### src/rtl/oport_channel_fifo.sv
`default_nettype none
// ============================================================================
// Module  : oport_channel_fifo
// Brief   : Multi-channel output port; latched register or FWFT FIFO per channel.
// Revision: 1.0
// ============================================================================
module oport_channel_fifo #(
   parameter int WIDTH    = 32,
   parameter int CHANNELS = 4,
   parameter int DEPTH    = 8,
   parameter int MODE     = 1,
   localparam int SEL_W   = (CHANNELS > 1) ? $clog2(CHANNELS) : 1,
   localparam int LVL_W   = $clog2(DEPTH) + 1
) (
   input  logic                      clock,
   input  logic                      clear,
   input  logic [WIDTH-1:0]          BusMuxOut,
   input  logic                      OPortIn,
   input  logic [SEL_W-1:0]          ch_sel,
   input  logic [CHANNELS-1:0]       ovf_clr,
   input  logic [CHANNELS-1:0]       out_ready,
   output logic [CHANNELS*WIDTH-1:0] out_data,
   output logic [CHANNELS-1:0]       out_valid,
   output logic [CHANNELS-1:0]       full,
   output logic                      sel_full,
   output logic [CHANNELS-1:0]       ovf,
   output logic [CHANNELS*LVL_W-1:0] level
);

   localparam int NSEL = 1 << SEL_W;

   logic            sel_valid;
   logic [NSEL-1:0] full_ext;

   assign sel_valid = (32'(ch_sel) < CHANNELS);

   // Zero-padded so that out-of-range selects read as not full.
   assign full_ext  = NSEL'(full);
   assign sel_full  = full_ext[ch_sel];

   for (genvar k = 0; k < CHANNELS; k++) begin : g_ch
      localparam logic [SEL_W-1:0] CH_ID = SEL_W'(k);

      logic hit;
      assign hit = OPortIn && sel_valid && (ch_sel == CH_ID);

      if (MODE == 0) begin : g_reg
         logic [WIDTH-1:0] data_q;
         logic             written;
         logic             unused_sink;

         always_ff @(posedge clock or negedge clear) begin
            if (!clear) begin
               data_q  <= '0;
               written <= 1'b0;
            end else if (hit) begin
               data_q  <= BusMuxOut;
               written <= 1'b1;
            end
         end

         assign out_data[k*WIDTH +: WIDTH] = data_q;
         assign out_valid[k]               = written;
         assign full[k]                    = 1'b0;
         assign ovf[k]                     = 1'b0;
         assign level[k*LVL_W +: LVL_W]    = LVL_W'(written);
         assign unused_sink                = out_ready[k] ^ ovf_clr[k];
      end else begin : g_fifo
         localparam int               PTR_W    = $clog2(DEPTH);
         localparam logic [LVL_W-1:0] FULL_LVL = LVL_W'(DEPTH);

         logic [WIDTH-1:0] mem [DEPTH];
         logic [PTR_W-1:0] rd_ptr;
         logic [PTR_W-1:0] wr_ptr;
         logic [LVL_W-1:0] cnt;
         logic             ovf_q;
         logic             not_empty;
         logic             is_full;
         logic             pop;
         logic             push_ok;
         logic             drop;

         assign not_empty = (cnt != '0);
         assign is_full   = (cnt == FULL_LVL);
         assign pop       = not_empty && out_ready[k];
         // A pop in the same cycle frees the slot, so a push at full still lands.
         assign push_ok   = hit && (!is_full || pop);
         assign drop      = hit && is_full && !pop;

         always_ff @(posedge clock) begin
            if (push_ok) begin
               mem[wr_ptr] <= BusMuxOut;
            end
         end

         always_ff @(posedge clock or negedge clear) begin
            if (!clear) begin
               rd_ptr <= '0;
               wr_ptr <= '0;
               cnt    <= '0;
               ovf_q  <= 1'b0;
            end else begin
               if (push_ok) begin
                  wr_ptr <= wr_ptr + 1'b1;
               end
               if (pop) begin
                  rd_ptr <= rd_ptr + 1'b1;
               end
               case ({push_ok, pop})
                  2'b10:   cnt <= cnt + 1'b1;
                  2'b01:   cnt <= cnt - 1'b1;
                  default: cnt <= cnt;
               endcase
               if (drop) begin
                  ovf_q <= 1'b1;
               end else if (ovf_clr[k]) begin
                  ovf_q <= 1'b0;
               end
            end
         end

         // Memory is not reset; gating keeps the head word at zero while empty.
         assign out_data[k*WIDTH +: WIDTH] = not_empty ? mem[rd_ptr] : '0;
         assign out_valid[k]               = not_empty;
         assign full[k]                    = is_full;
         assign ovf[k]                     = ovf_q;
         assign level[k*LVL_W +: LVL_W]    = cnt;
      end
   end

endmodule
`default_nettype wire

### config.mk
export PLATFORM = sky130hd
export DESIGN_NAME = oport_channel_fifo
export DESIGN_NICKNAME = d
export VERILOG_FILES = /design/src/rtl/oport_channel_fifo.sv
export SDC_FILE = /design/constraint.sdc
export NUM_CORES = 1
export LEC_CHECK = 0
export ABC_AREA = 1
export BUFFER_PORTS_ARGS = -buffer_cell sky130_fd_sc_hd__buf_2
export CAP_MARGIN = 20
export CORE_MARGIN = 2
export CORE_UTILIZATION = 28
export DETAILED_ROUTE_END_ITERATION = 12
export HOLD_SLACK_MARGIN = 0.02
export PLACE_DENSITY = 0.43
export SKIP_LAST_GASP = 1
export SYNTH_ARGS = -nofsm -noshare
export SYNTH_HDL_FRONTEND = slang
export SYNTH_SLANG_ARGS = --single-unit
### constraint.sdc
create_clock -name clock -period 3.9 [get_ports clock]
set_input_delay 0.195 -clock clock [delete_from_list [all_inputs] [get_ports clock]]
set_output_delay 0.195 -clock clock [all_outputs]
set_load 0.02 [all_outputs]
==> results.yml, run 1 <==
hold_path:
  hp-class: "in2reg"
  min_delay_path_depth: 1
synthesis:
  synth_flop_cell: "edfxtp_1"
  syn_area_um2: 43000
  synthSimpleGateAreaFrac_pct: 10.8
  synth_top_family_by_area: "simple AND/OR/NAND/NOR gates"
  syn_nets: 3571
  synth_cells: 3506
  async_flop_share_pct: 4.12
  yosysWarnings: 0
  ys_seq_area_share_pct: 74.0
  synth_edf_count: 1024
  synth-compound-area-share_pct: 10.6
  yosys.cell_types.count: 32
  synth_seq_cells: 1068
  synthMuxAreaShare_pct: 0
  synth.avg_cell_area_um2: 12.3
  synthXorXnorAreaFrac_pct: 0.448
  synthAdderAreaFrac_pct: 0.634
floorplanning:
  rows: 143
  io_pins: 202
  fp.dieW_um: 396
  die_h_um: 396
  start_util_pct: 28.3
  core_um2: 152000
  die-area_um2: 157000
setup_path:
  r2r_cells: 7
  critPathCaptureType: "output port"
  cp_max_fo: 61
  worstSetupPathType: "reg2out"
  required_ns: 3.70
  arrival_ns: 3.18
  startpoint_type: "flop"
cells_and_area:
  final_cell_count_no_fill: 5829
  drive_gt1_share_pct: 13.2
  area_growth_pct: 16.4
  final_nets: 3760
  post-route-util_pct: 32.9
clock_network:
  h-tree-depth: 3
  post_cts_buffers: 0
  clk_pin_slew_ns: 0.06
  root_buffer: "clkbuf_16"
  numCtsBuffers: 118
  insertion_delay_ns: 0.72
  cts_sinks: 1068
  cts_tree: "done"
  cts_hold_buf: 12
  cts_resized: 0
  clock_path_buffers: 3
place:
  post-dp-hpwl_mm: 67.8
  dp_cells: 5593
  gp_congestion: 0.735
  numPortBuffers: 201
detailed_routing:
  drtAntennaViolNets: 0
  wirelength_mm: 125
  dr.pass1.iters: 4
  vias_per_cell: 4.62
  wire_per_inst_um: 21.4
  num_vias: 27000
  drt_iter0_markers: 2134
  route.detailed.drc: 0
sta:
  drv_slew: 0
  setup_viol: 0
  finalWorstPathRequiredPeriod_ns: 3.38
  fin_tns_setup_ns: 0
  maxSlewHeadroom_pct: 27.7
  worst_pin_slew_ns: 1.08
  finalCritPeriodShare_pct: 86.6
  skew_ns: 0.0227
  fmax_ghz: 0.296
  rsz0062_at_grt: "false"
  hold_violations: 0
grt:
  antenna_found_initial: 15
  grt_max_degree: 130
  track_usage_pct: 15.6
  grt_pass1_vias: 26500
  grt_pass1_wl_mm: 182
  grt-ovfl-total: 0
power:
  p_leak_nw: 16.7
  irDropWorstVdd_mv: 0.407
  power_density_nw_per_um2: 770
run_status:
  status: "finished, final reports clean"
run:
  cap_violations: 0
-- critical path, stage by stage, from the launching register on --
cell	delay, ns
dfrtp_4	0.63
inv_4	0.42
buf_12	0.34
buf_4	0.32
o21ai_0	0.12
o21ai_1	0.07
o21ai_0	0.08
nor2_1	0.20
buf_2	0.20
-- kinds of logic after synthesis --
| family | Yosys count |
|---|---|
| fa+ha+maj | 20 |
| compound gates | 914 |
| flops | 1068 |
| xor+xnor | 22 |
| simple gates | 1200 |
| buf+inv | 282 |
-- synth_stat cells (5+ instances only) --
| cell type | n | area share, % |
|---|---|---|
| clkbuf_1 | 78 | 0.68 |
| ha_1 | 17 | 0.49 |
| nand2_2 | 14 | 0.20 |
| inv_1 | 58 | 0.51 |
| nor2_1 | 1061 | 9.3 |
| nor3_1 | 11 | 0.13 |
| nand2_1 | 67 | 0.58 |
| o21ai_0 | 644 | 7.5 |
| buf_6 | 11 | 0.29 |
| xnor2_1 | 5 | 0.10 |
| buf_8 | 8 | 0.28 |
| buf_2 | 56 | 0.65 |
| dfrtp_1 | 44 | 2.6 |
| o21ai_1 | 259 | 3.0 |
| nand3_1 | 37 | 0.43 |
| buf_1 | 6 | 0.052 |
| edfxtp_1 | 1024 | 71 |
| a21oi_1 | 7 | 0.081 |
| xor2_1 | 17 | 0.35 |
| clkbuf_2 | 20 | 0.23 |
| buf_4 | 38 | 0.66 |
-- through the flow --
| step | area [um^2] | total power, mW | setup WS (ns) | hold slack (ns) |
|---|---|---|---|---|
| global route | 50100 | 41.1 | 0.218 | 0.122 |
| global placement | 46300 | 28.4 | 1.18 | 0.398 |
| detailed placement | 46300 | 28.4 | 1.10 | 0.392 |
| CTS | 50100 | 39.4 | 0.424 | 0.0627 |
| floorplan | 43000 | 23.2 | 0.0310 | -0.101 |
| finish | 50100 | 38.6 | 0.524 | 0.115 |
-- power breakdown --
| group | internal (mW) | total (mW) | switching (mW) |
|---|---|---|---|
| clock | 6.25 | 10.8 | 4.58 |
| sequential | 13.2 | 14.1 | 0.901 |
| combinational | 3.94 | 13.7 | 9.75 |
| total | 23.4 | 38.6 | 15.2 |
-- area by class of cell --
cell class	count	area [um^2]
clock buffers	160	3200
clock inverters	60	514
inverters	62	240
repair buffers	289	1850
fillers	15100	102000
well taps	2030	2540
flip-flops and latches	1068	31900
diodes	4	10.0
multi-input cells	2156	9890
-- final timing paths --
kind                                                from                        end  slack [ns]
worst max-delay path            g_ch[1].g_fifo.rd_ptr[0]               out_data[50]        0.52
worst min-delay path                        BusMuxOut[6]   g_ch[3].g_fifo.mem[3][6]        0.12
worst max register to register     g_ch[3].g_fifo.cnt[1]  g_ch[3].g_fifo.mem[2][28]        1.11
worst min register to register     g_ch[0].g_fifo.cnt[3]      g_ch[0].g_fifo.cnt[3]        0.50
max in group asynchronous                          clear   g_ch[3].g_fifo.rd_ptr[1]        2.90
min in group asynchronous                          clear      g_ch[1].g_fifo.cnt[0]        0.15
-- state kept, by name, summed over array words and instances (netlist names) --
signal	cells
g_ch.g_fifo.wr_ptr	12
g_ch.g_fifo.rd_ptr	12
g_ch.g_fifo.ovf_q	4
g_ch.g_fifo.mem	1024
g_ch.g_fifo.cnt	16
-- layout by cell type (no fill, tap or decap), drive strengths merged --
cell type and instances:
nor2 1062, edfxtp 1024, o21ai 903, buf 277
clkbuf 160, nand2 81, inv 64, clkinv 45
dfrtp 44, nand3 37, xor2 17, ha 17
dlygate4sd3 12, nor3 11, bufinv 8, a21oi 7
xnor2 5, clkinvlp 5, diode 4, nand4 4
o22ai 3, fa 3, nor3b 2, or2 2
nand3b 1, a31oi 1
-- layer usage --
metal / global-route usage (%) / share of wire, %
met5: 0 / 0
met4: 3.87 / 2.2
met3: 2.78 / 4.3
met2: 25.9 / 48
met1: 21.2 / 46
Power figures use the tool's default switching activity.
==> inputs of run 2 (changes only) <==
==> constraint.sdc (replaced) <==
create_clock -name clock -period 3.9 [get_ports clock]
set_input_delay 0.78 -clock clock [delete_from_list [all_inputs] [get_ports clock]]
set_output_delay 0.78 -clock clock [all_outputs]
set_load 0.02 [all_outputs]
==> results.yml, run 2 (same netlist as run 1, synthesis figures left out) <==
run_status:
  status: "finished, final reports clean"
floorplanning:
  start_util_pct: 28.3
  io_pins: 202
  rows: 143
  die_h_um: 396
  die-area_um2: 157000
  fp.dieW_um: 396
  core_um2: 152000
sta:
  finalWorstSetupSlack_ns: 0.207
  finalWorstPathRequiredPeriod_ns: 3.69
  finalCritPeriodShare_pct: 94.7
  maxSlewHeadroom_pct: 36.9
  drv_slew: 0
  hold_violations: 0
  fmax_ghz: 0.271
  setup_viol: 0
  rsz0062_at_grt: "false"
  holdWs_ns: 0.261
  skew_ns: 0.0228
  worst_pin_slew_ns: 0.947
  fin_tns_setup_ns: 0
setup_path:
  crit_top_cell: "o21ai_0"
  cp_slowest_cell: "dfrtp_4"
  cpPeakStageDelay_ns: 0.43
  worstSetupPathType: "reg2out"
  critPathTopFamily: "buffers and inverters"
  arrival_ns: 2.91
  path_buf_inv: 2
  path_cells: "buf_12 > o21ai_0 > o21ai_0 > o21ai_0 > nor2_1 > buf_2"
  cp_max_fo: 129
  critPathCaptureType: "output port"
  required_ns: 3.12
  startpoint_type: "flop"
clock_network:
  numCtsBuffers: 116
  h-tree-depth: 3
  post_cts_buffers: 0
  cts_sinks: 1068
  clock_path_buffers: 3
  clk_pin_slew_ns: 0.06
  insertion_delay_ns: 0.72
  cts_tree: "done"
  root_buffer: "clkbuf_16"
detailed_routing:
  met3WireLength_mm: 4.57
  met1_length_mm: 58.2
  vias_per_cell: 4.59
  drtAntennaViolNets: 0
  route.detailed.drc: 0
  num_vias: 26700
  wirelength_mm: 125
  top_layer: "met5"
  wire_per_inst_um: 21.4
  dr.pass1.iters: 6
  dr_wl_met2_mm: 59.7
  drt_iter0_markers: 1799
run:
  cap_violations: 0
grt:
  grt_max_degree: 130
  track_usage_pct: 15.6
  grt-ovfl-total: 0
  grt_pass1_wl_mm: 181
  grt_pass1_vias: 26500
  antenna_found_initial: 11
power:
  clockPowerShare_pct: 27.3
  p_sw_mw: 15.2
  power_density_nw_per_um2: 764
  power.total_mw: 38.3
  p_seq_share_pct: 36.2
  p_int_mw: 23.1
  swShare_pct: 39.7
  irDropWorstVdd_mv: 0.387
  p_leak_nw: 16.7
  pwr-share-comb_pct: 36.5
cells_and_area:
  final_nets: 3756
  largest_reg_flops: 1024
  drive_gt1_share_pct: 13.4
  layout_common_cells: "1039 x nor2_1, 1024 x edfxtp_1, 644 x o21ai_0, 259 x o21ai_1, 201 x buf_2"
  top_register: "g_ch.g_fifo.mem"
  mostFrequentLayoutCell: "nor2_1"
  reg_top3: "g_ch.g_fifo.mem: 1024 flops, g_ch.g_fifo.cnt: 16 flops"
  area_growth_pct: 16.6
place:
  pre_cts_slack_ns: 0.720
  numPortBuffers: 201
  gp_congestion: 0.730
  post-dp-hpwl_mm: 66.3
hold_path:
  hp-class: "in2reg"
run 2: path summary, 6_finish.rpt:
check | from | to | slack (ns) | depth (start not counted)
min reg2reg | g_ch[0].g_fifo.cnt[3] | g_ch[0].g_fifo.cnt[3] | 0.50 | 1
min in group asynchronous | clear | g_ch[1].g_fifo.cnt[2] | 0.59 | 2
max reg2reg | g_ch[1].g_fifo.cnt[0] | g_ch[1].g_fifo.mem[6][26] | 1.15 | 7
max in group asynchronous | clear | g_ch[3].g_fifo.rd_ptr[0] | 2.31 | 3
min | ovf_clr[0] | g_ch[0].g_fifo.ovf_q | 0.26 | 2
max | g_ch[3].g_fifo.rd_ptr[0] | out_data[122] | 0.21 | 6
run 2: cell type report:
cell class / instances / area [um^2]
Fill cell: 15100 / 102000
Sequential cell: 1068 / 31900
Multi-Input combinational cell: 2156 / 9900
Clock buffer: 154 / 3120
Tap cell: 2030 / 2540
Timing Repair Buffer: 287 / 2020
Clock inverter: 62 / 484
Inverter: 62 / 243
Antenna cell: 4 / 10.0
run 2: metrics by stage:
stage | instance area, um^2 | std cells | utilization, %
floorplan | 43000 | 3506 | -
global placement | 46600 | 5602 | 30.6
detailed placement | 46600 | 5602 | 30.6
CTS | 50200 | 5819 | 33.0
global route | 50200 | 5819 | 33.0
finish | 50200 | 5823 | 33.0
run 2: repair_timing:
action / 4_1_cts / 5_1_grt
resized for setup: 0 / 4
endpoints found under the setup margin: 0 / 7
hold endpoints to repair: 15 / 0
hold buffers: 1 / 0
run 2: worst reg2reg max path, cell delays in order (launching register included):
cell     delay, ns
dfrtp_1       0.44
nor2_1        0.10
nand2_2       0.40
nand2_2       0.19
nand2_1       0.19
nand3_1       0.35
nor2_4        0.17
buf_4         0.52
run 2: layer usage:
layer	global-route usage, %	up-vias
met1	21.6	13300
met3	2.39	133
met4	3.18	2
met5	0	-
li1	-	12800
met2	26.0	460
run 2: power groups by stage:
stage / Clock (mW) / Sequential [mW] / Combinational, mW
6_report: 10.4 / 13.9 / 14.0
5_1_grt: 11.1 / 14.0 / 15.7
3_3_place_gp: 0 / 14.1 / 14.3
2_1_floorplan: 0 / 13.7 / 9.48
4_1_cts: 10.7 / 13.9 / 14.4
3_5_place_dp: 0 / 14.1 / 14.3
